### src/rtl/alu_seq_ctrlr_pkg.sv
// ----------------------------------------------------------------------------
// alu_seq_ctrlr_pkg
// Shared definitions for the ALU sequencing controller:
//   - state_t            : controller state encoding (IDLE / EXEC / RESP)
//   - SEL_RHS_*          : rhs operand mux select codes
//   - DEFAULT_MULTI_LAT  : default execute latency of a multi-cycle op
//   - CNT_W              : latency counter width (covers MULTI_LAT up to 15)
//   - exec_load()        : latency counter load value for a newly issued op
// ----------------------------------------------------------------------------
package alu_seq_ctrlr_pkg;

   typedef enum logic [1:0] {
      ST_IDLE = 2'b00,
      ST_EXEC = 2'b01,
      ST_RESP = 2'b10
   } state_t;

   localparam logic [1:0] SEL_RHS_SHAMT_REG = 2'b00;
   localparam logic [1:0] SEL_RHS_REG       = 2'b01;
   localparam logic [1:0] SEL_RHS_SHAMT_IMM = 2'b10;
   localparam logic [1:0] SEL_RHS_IMM       = 2'b11;

   localparam int DEFAULT_MULTI_LAT = 4;
   localparam int CNT_W             = 4;

   // The counter holds "EXEC cycles remaining after this one", so a
   // single-cycle op loads 0 and a multi-cycle op loads latency-1.
   function automatic logic [CNT_W-1:0] exec_load(input logic multi, input int lat);
      logic [CNT_W-1:0] val;
      val = '0;
      if (multi) begin
         val = CNT_W'(lat - 1);
      end
      return val;
   endfunction

endpackage

### src/rtl/alu_seq_ctrlr_sel_decode.sv
// ----------------------------------------------------------------------------
// alu_sel_decode
// Purely combinational map from the latched op class to the ALU operand
// mux selects.
//   op_shift  in  1  latched "op is a shift"
//   op_imm    in  1  latched "rhs is immediate"
//   lhs_ctrl  out 1  lhs mux select (1 = shift-amount path, 0 = register)
//   rhs_ctrl  out 2  rhs mux select (SEL_RHS_* codes)
// ----------------------------------------------------------------------------
module alu_sel_decode
   import alu_seq_ctrlr_pkg::*;
(
   input  logic       op_shift,
   input  logic       op_imm,
   output logic       lhs_ctrl,
   output logic [1:0] rhs_ctrl
);

   always_comb begin
      lhs_ctrl = 1'b0;
      rhs_ctrl = SEL_RHS_REG;
      case ({op_shift, op_imm})
         2'b11: begin
            lhs_ctrl = 1'b1;
            rhs_ctrl = SEL_RHS_SHAMT_IMM;
         end
         2'b10: begin
            lhs_ctrl = 1'b1;
            rhs_ctrl = SEL_RHS_SHAMT_REG;
         end
         2'b01: begin
            lhs_ctrl = 1'b0;
            rhs_ctrl = SEL_RHS_IMM;
         end
         default: begin
            lhs_ctrl = 1'b0;
            rhs_ctrl = SEL_RHS_REG;
         end
      endcase
   end

endmodule

### src/rtl/alu_seq_ctrlr.sv
// ----------------------------------------------------------------------------
// alu_seq_ctrlr
// Sequences one decoded ALU op at a time through EXEC (1 or MULTI_LAT
// cycles) and RESP (result offered until downstream takes it).
//   MULTI_LAT        param  execute cycles of a multi-cycle op (2..15)
//   w_clk            in  1  clock, rising edge
//   w_rst_n          in  1  asynchronous active-low reset
//   w_issue_valid    in  1  op offered by decode
//   w_issue_ready    out 1  op accepted this cycle
//   w_imm_op         in  1  rhs is immediate (sampled on handshake)
//   w_shift_op       in  1  op is a shift (sampled on handshake)
//   w_multi_op       in  1  op is multi-cycle (sampled on handshake)
//   w_stall          in  1  downstream cannot take a result
//   w_flush          in  1  discard in-flight op
//   w_alu_lhs_ctrl   out 1  lhs mux select
//   w_alu_rhs_ctrl   out 2  rhs mux select
//   w_alu_en         out 1  ALU working on the latched op
//   w_result_valid   out 1  result available for writeback
//   w_busy           out 1  controller not idle
// ----------------------------------------------------------------------------
module alu_seq_ctrlr
   import alu_seq_ctrlr_pkg::*;
#(
   parameter int MULTI_LAT = DEFAULT_MULTI_LAT
)
(
   input  logic       w_clk,
   input  logic       w_rst_n,
   input  logic       w_issue_valid,
   output logic       w_issue_ready,
   input  logic       w_imm_op,
   input  logic       w_shift_op,
   input  logic       w_multi_op,
   input  logic       w_stall,
   input  logic       w_flush,
   output logic       w_alu_lhs_ctrl,
   output logic [1:0] w_alu_rhs_ctrl,
   output logic       w_alu_en,
   output logic       w_result_valid,
   output logic       w_busy
);

   state_t           state_reg;
   state_t           state_next;
   logic [CNT_W-1:0] cnt_reg;
   logic [CNT_W-1:0] cnt_next;
   logic             op_shift_reg;
   logic             op_imm_reg;
   logic             handshake;

   // ------------------------------------------------------------------
   // State and counter registers
   // ------------------------------------------------------------------
   always_ff @(posedge w_clk or negedge w_rst_n) begin
      if (!w_rst_n) begin
         state_reg <= ST_IDLE;
         cnt_reg   <= '0;
      end else begin
         state_reg <= state_next;
         cnt_reg   <= cnt_next;
      end
   end

   // Op registers only move on an accepted issue, so the selects they
   // drive naturally hold their last values while idle.
   always_ff @(posedge w_clk or negedge w_rst_n) begin
      if (!w_rst_n) begin
         op_shift_reg <= 1'b0;
         op_imm_reg   <= 1'b0;
      end else if (handshake) begin
         op_shift_reg <= w_shift_op;
         op_imm_reg   <= w_imm_op;
      end
   end

   // ------------------------------------------------------------------
   // Next-state, counter and issue handshake
   // ------------------------------------------------------------------
   always_comb begin
      state_next    = state_reg;
      cnt_next      = cnt_reg;
      w_issue_ready = 1'b0;
      handshake     = 1'b0;

      case (state_reg)
         ST_IDLE: w_issue_ready = 1'b1;
         ST_RESP: w_issue_ready = !w_stall && !w_flush;
         default: w_issue_ready = 1'b0;
      endcase

      // In IDLE ready stays high during a flush, but the op must still be
      // dropped, hence the explicit flush term.
      handshake = w_issue_valid && w_issue_ready && !w_flush;

      case (state_reg)
         ST_IDLE: begin
            if (handshake) begin
               state_next = ST_EXEC;
               cnt_next   = exec_load(w_multi_op, MULTI_LAT);
            end
         end
         ST_EXEC: begin
            if (cnt_reg == '0) begin
               state_next = ST_RESP;
            end else begin
               cnt_next = cnt_reg - CNT_W'(1);
            end
         end
         ST_RESP: begin
            if (!w_stall) begin
               if (handshake) begin
                  state_next = ST_EXEC;
                  cnt_next   = exec_load(w_multi_op, MULTI_LAT);
               end else begin
                  state_next = ST_IDLE;
               end
            end
         end
         default: begin
            state_next = ST_IDLE;
            cnt_next   = '0;
         end
      endcase

      if (w_flush) begin
         state_next = ST_IDLE;
         cnt_next   = '0;
      end
   end

   // ------------------------------------------------------------------
   // Outputs: all from registered state except w_issue_ready
   // ------------------------------------------------------------------
   assign w_alu_en       = (state_reg == ST_EXEC);
   assign w_result_valid = (state_reg == ST_RESP);
   assign w_busy         = (state_reg != ST_IDLE);

   alu_sel_decode u_sel_decode (
      .op_shift (op_shift_reg),
      .op_imm   (op_imm_reg),
      .lhs_ctrl (w_alu_lhs_ctrl),
      .rhs_ctrl (w_alu_rhs_ctrl)
   );

endmodule

### config.mk
export PLATFORM = sky130hd
export DESIGN_NAME = alu_seq_ctrlr
export DESIGN_NICKNAME = d
export VERILOG_FILES = /design/src/rtl/alu_seq_ctrlr_pkg.sv /design/src/rtl/alu_seq_ctrlr_sel_decode.sv /design/src/rtl/alu_seq_ctrlr.sv
export SDC_FILE = /design/constraint.sdc
export NUM_CORES = 1
export LEC_CHECK = 0
export CAP_MARGIN = 30
export CORE_AREA = 2 2 39 41
export CTS_CLUSTER_DIAMETER = 200
export CTS_CLUSTER_SIZE = 10
export DETAILED_ROUTE_END_ITERATION = 16
export DIE_AREA = 0 0 41 43
export PLACE_DENSITY = 0.68
export SETUP_SLACK_MARGIN = 0.4
export SYNTH_ARGS = -nofsm -noshare
export SYNTH_HDL_FRONTEND = slang
export SYNTH_SLANG_ARGS = --single-unit
### constraint.sdc
create_clock -name w_clk -period 1.8 [get_ports w_clk]
set_input_delay 0.18 -clock w_clk [delete_from_list [all_inputs] [get_ports w_clk]]
set_output_delay 0.18 -clock w_clk [all_outputs]
set_load 0.05 [all_outputs]
==> impl_metrics.ini, run 1 <==
[clocking]
cts_root_buf = clkbuf_4
path_clk_slew_ns = 0.05
cts-hold-fix-buffers = 0
cts_made_buffers = 3
cts_tree = yes
worstSkewPairLatency_ns = 0.26
htreeDepth = 1
clockBufferDepth = 2
clock_sinks = 8

[routing]
firstDrtPassIters = 5
wl_per_cell_um = 14.43
top_layer = met4
drt_iter0_markers = 7
vias = 473
ant_nets = 0
wl_met1_um = 549
viasPerCell = 5.375
met2WireLength_um = 649
wirelength_um = 1270
drc = 0
dr_wl_met3_um = 59

[sta]
final_max_slew_viol_count = 0
min_period_ns = 1.442
rsz0062_at_grt = true
finalSetupViolations = 0
fmax_ghz = 0.6934
hold_viol_final = 0
clock_skew_ns = 0.001279
maxSlewHeadroom_pct = 67.70
setup_tns_ns = 0
post-route-period-util_pct = 80.12
worst_pin_slew_ns = 0.4864

[final_layout]
largest_register_ffs = 4
layout.nets = 84
antenna_cells = 0
final_common_cell = dfrtp_1
fill_cells = 118
drive_above_1_share_pct = 37.50
syn_to_final_growth_pct = 46.57
layoutNonFillerInstCount = 88
layout_common_cells = dfrtp_1, nor2_1, clkdlybuf4s50_1, buf_4

[run_status]
status = finished, final reports clean

[placement]
place.gp.congestion = 0.7897
dpl.hpwl_um = 833.5
dp_cells = 82
port_buffers = 14

[power]
p_int_w = 0.0004736
peakVddDrop_v = 0.0005119
switchingPower_w = 0.0003440
switching_share_pct = 42.08
power_w = 0.0008176
seq_power_share_pct = 29.7
power.leakage_nw = 0.3404
clkPwrFrac_pct = 17.6
combPwrFrac_pct = 52.7
power.density_nw_per_um2 = 1054

[logic_synthesis]
synthesis.area_sq_um = 529.3
yosys_warnings = 0
ys_seq_area_share_pct = 37.83
synth_fp_nets = 65
synth_cell_type_count = 33
synth_seq_cells = 8
synth_cells = 55
syn-mean-instance-area_sq_um = 9.623

[die]
coreArea_sq_um = 1384
rows = 14
pin_count = 15
die_y_um = 43
initial_core_util_pct = 38.25
die_area_sq_um = 1763
die_w_um = 41

[grt]
antenna_found_initial = 0
grt_start_max_net_pins = 11
grt_usage_pct = 17.88
grt_pass1_wl_um = 2090
grt_pass1_vias = 429
grt_overflow = 0

[hold_path]
hold_path.class = in2async

[worst_setup_path]
reg2regPathDepth = 5
cp_max_fo = 3
r2r-end = cnt_reg[0]
critPathCaptureType = register
required_ns = 2.00
arrival_ns = 1.65
worstReg2RegStart = cnt_reg[0]
path_class = reg2reg
cp-start-kind = register
r2r_slack_ns = 0.36

[job]
cap_violations = 0
## per-stage QoR
step | setup slack [ns] | utilization, % | hold WS, ns | area [sq um]
detailed placement | 0.2535 | 50.63 | 0.4909 | 700.7
global route | 0.3053 | 56.06 | 0.2350 | 775.7
CTS | 0.3916 | 54.97 | 0.2135 | 760.7
global placement | 0.2706 | 50.63 | 0.4748 | 700.7
finish | 0.3579 | 56.06 | 0.2026 | 775.7
floorplan | 0.4135 | - | -0.1156 | 538.0
## metal layers
| metal | track usage (%) | vias to the layer above |
|---|---|---|
| met4 | 4.000 | 0 |
| met1 | 24.26 | 230 |
| met2 | 24.69 | 12 |
| met5 | 0 | - |
| met3 | 9.424 | 6 |
| li1 | - | 225 |
## power groups by stage
stage	Combinational, W	Sequential (W)	Clock, W
5_1_grt	0.000459	0.000247	0.000160
3_5_place_dp	0.000380	0.000244	0
2_1_floorplan	0.000274	0.000229	0
3_3_place_gp	0.000380	0.000243	0
4_1_cts	0.000411	0.000241	0.000148
6_report	0.000431	0.000243	0.000144
## worst max-delay path, stage by stage (launching register included)
cell and delay, ns:
dfrtp_1 0.40, inv_2 0.11, ha_4 0.14, or3b_4 0.40, a211oi_2 0.19, o22a_1 0.14
## what timing repair did
item                       in CTS  in global routing
hold endpoints to repair        0                  0
pin swaps                       3                  0
setup endpoints to repair       8                  5
resized for setup              10                  5
setup buffers                   3                  0
## cells by family after synthesis
family | after synthesis | synth area share (%)
multiplexers | 3 | 6.383
buffers and inverters | 10 | 8.038
adder cells (fa/ha/maj) | 2 | 4.727
AND/OR/NAND/NOR | 21 | 26.01
AO/OA/AOI/OAI | 11 | 17.02
flip-flops | 8 | 37.82
## final cells by class
type,instances,area [sq um],share of cell area [%]
well taps,16,20.02,2.581
repair buffers,18,176.4,22.74
inverters,6,22.52,2.903
multi-input cells,37,332.8,42.90
clock buffers,3,22.52,2.903
flip-flops and latches,8,201.4,25.97
## how the worst max path moves through the flow
stage	from	endpoint	slack [ns]	cells after the start
global placement	w_flush	op_imm_reg	0.27	4
floorplan	cnt_reg[0]	cnt_reg[0]	0.41	5
CTS	cnt_reg[0]	cnt_reg[1]	0.39	5
finish	cnt_reg[0]	cnt_reg[0]	0.36	5
detailed placement	w_stall	cnt_reg[1]	0.25	4
global route	cnt_reg[0]	cnt_reg[0]	0.31	5
## Yosys cell counts
library cell  number  area [sq um]
or3b_1             1         8.760
nand4_1            2         12.51
nor2_1             6         22.52
nor3_1             1         5.000
inv_1              5         18.77
or2_1              1         6.260
o21ai_1            1         5.000
a21oi_1            1         5.000
mux2_1             3         33.78
inv_2              1         3.750
nand2b_1           1         6.260
a21boi_2           1         11.26
a21boi_0           1         7.510
ha_1               2         25.02
dfrtp_1            8         200.2
or3b_4             1         11.26
a211oi_2           1         12.51
a2bb2oi_1          1         8.760
o22a_1             2         17.52
buf_2              1         5.000
buf_4              1         7.510
clkbuf_1           2         7.510
o21a_1             1         7.510
nand2_1            1         3.750
nor3b_2            1         12.51
nor2b_1            1         6.260
nand2b_4           1         13.76
or4_1              1         7.510
a22oi_1            1         7.510
nor4_1             1         6.260
nand3b_1           1         7.510
or2b_1             1         7.510
o31ai_1            1         7.510
No activity file was read; power rests on OpenSTA's default activity.
==> run 2, diff against run 1 <==
- clock period: 1.8 -> 1.5 ns (I/O delays scaled with it)
==> impl_metrics.ini, run 2 (synthesized netlist as in run 1, its figures left out) <==
[final_layout]
fin_area_sq_um = 893.4
layout.nets = 93
largest_register_ffs = 4
layout_common_cells = buf_4, dfrtp_1, nor2_1, clkdlybuf4s50_1, buf_12
antenna_cells = 0
syn_to_final_growth_pct = 68.79
drive_above_1_share_pct = 53.09
fill_cells = 113
final_common_cell = buf_4

[power]
switching_share_pct = 39.78
p_int_w = 0.0006592
seq_power_share_pct = 25.9
combPwrFrac_pct = 59.5
switchingPower_w = 0.0004355
clkPwrFrac_pct = 14.7
peakVddDrop_v = 0.0005748
power.density_nw_per_um2 = 1225
power.leakage_nw = 0.4038

[routing]
vias = 542
drt_iter0_markers = 10
wl_per_cell_um = 15.33
drc = 0
firstDrtPassIters = 4
wirelength_um = 1487
viasPerCell = 5.588
ant_nets = 0

[hold_path]
hold_path.class = in2async

[clocking]
worstSkewPairLatency_ns = 0.25
htreeDepth = 1
cts-hold-fix-buffers = 0
cts_root_buf = clkbuf_4
cts_made_buffers = 3
cts_tree = yes
clock_sinks = 8
clockBufferDepth = 2
path_clk_slew_ns = 0.05

[die]
die_area_sq_um = 1763
die_w_um = 41
pin_count = 15
initial_core_util_pct = 38.25
coreArea_sq_um = 1384
rows = 14
die_y_um = 43

[sta]
clock_skew_ns = 0.004640
setup_tns_ns = 0
hold_viol_final = 0
rsz0062_at_grt = true
post-route-period-util_pct = 95.93
fmax_ghz = 0.6950
finalSetupViolations = 0
final_max_slew_viol_count = 0
worst_pin_slew_ns = 0.3660
worst_slack_ns = 0.06106
min_period_ns = 1.439
maxSlewHeadroom_pct = 75.52
fin_hold_ws_ns = 0.1758

[placement]
dpl.hpwl_um = 865.7
place_ws_ns = 0.0005550
port_buffers = 14
placed_area_sq_um = 765.7
place.gp.congestion = 0.7839

[worst_setup_path]
cp_cell_sequence = inv_2 > ha_4 > or3b_4 > a211oi_2 > o22a_1
r2r_slack_ns = 0.06
cp_max_fo = 2
max_stage_delay_ns = 0.39
critical_path.slowest_cell = dfrtp_1
arrival_ns = 1.63
critPathCaptureType = register
path_class = reg2reg
required_ns = 1.69
crit_buf_inv = 1
critPathTopFamily = flip-flops
cp-start-kind = register

[grt]
grt_overflow = 0
grt_usage_pct = 18.38
grt_pass1_wl_um = 2159
antenna_found_initial = 0
grt_pass1_vias = 486
grt_start_max_net_pins = 10

[run_status]
status = finished, final reports clean

[job]
cap_violations = 0
## run 2: cell types whose count changed in the layout (fill, tap and decap cells not counted), sizes merged
cell           change
buf               +12
clkbuf             -1
clkdlybuf4s50      -1
dlygate4sd2        -1
## run 2: final cells by class
class / instances / area (sq um) / area share, %
multi-input combinational: 37 / 341.6 / 38.24
timing repair buffer: 27 / 279.0 / 31.23
inverter: 6 / 27.53 / 3.081
tap: 16 / 20.02 / 2.241
clock buffer: 3 / 22.52 / 2.521
sequential: 8 / 202.7 / 22.69
## run 2: worst paths after layout
path,from,to,cells after the start
setup / recovery,cnt_reg[0],cnt_reg[0],5
hold / removal,w_rst_n,op_shift_reg,1
setup reg to reg,cnt_reg[0],cnt_reg[0],5
hold reg to reg,op_imm_reg,op_imm_reg,1
max in group asynchronous,w_rst_n,state_reg[1],1
min in group w_clk,w_flush,state_reg[1],2
## run 2: routing by layer
| metal | vias to the layer above | part of all wire (%) | track usage, % |
|---|---|---|---|
| li1 | 247 | - | - |
| met1 | 261 | 39 | 22.30 |
| met2 | 28 | 52 | 26.25 |
| met3 | 6 | 5.9 | 9.424 |
| met4 | 0 | 2.1 | 8.000 |
| met5 | - | 0 | 0 |
## run 2: what timing repair did
item                       in CTS  in global routing
setup endpoints to repair      12                 12
pin swaps                       6                  3
gates resized for setup        11                  6
setup buffers                   7                  1
## run 2: per-stage QoR
step	cells	power (W)	util, %
5_1_grt	97	0.001157	64.56
3_3_place_gp	86	0.0008191	55.33
2_1_floorplan	55	0.0006229	-
4_1_cts	96	0.001054	62.66
6_report	97	0.001095	64.56
3_5_place_dp	86	0.0008178	55.33
## run 2: worst reg2reg max path, cell delays in order, from the launching register on
cell and delay (ns):
dfrtp_1 0.39, inv_2 0.10, ha_4 0.13, or3b_4 0.39, a211oi_2 0.22, o22a_1 0.15
## run 2: power by group through the flow
stage	clock network, W	registers [W]	logic, W
2_1_floorplan	0	0.000276	0.000347
3_3_place_gp	0	0.000287	0.000532
3_5_place_dp	0	0.000287	0.000530
4_1_cts	0.000170	0.000282	0.000602
5_1_grt	0.000183	0.000289	0.000685
6_report	0.000160	0.000283	0.000651
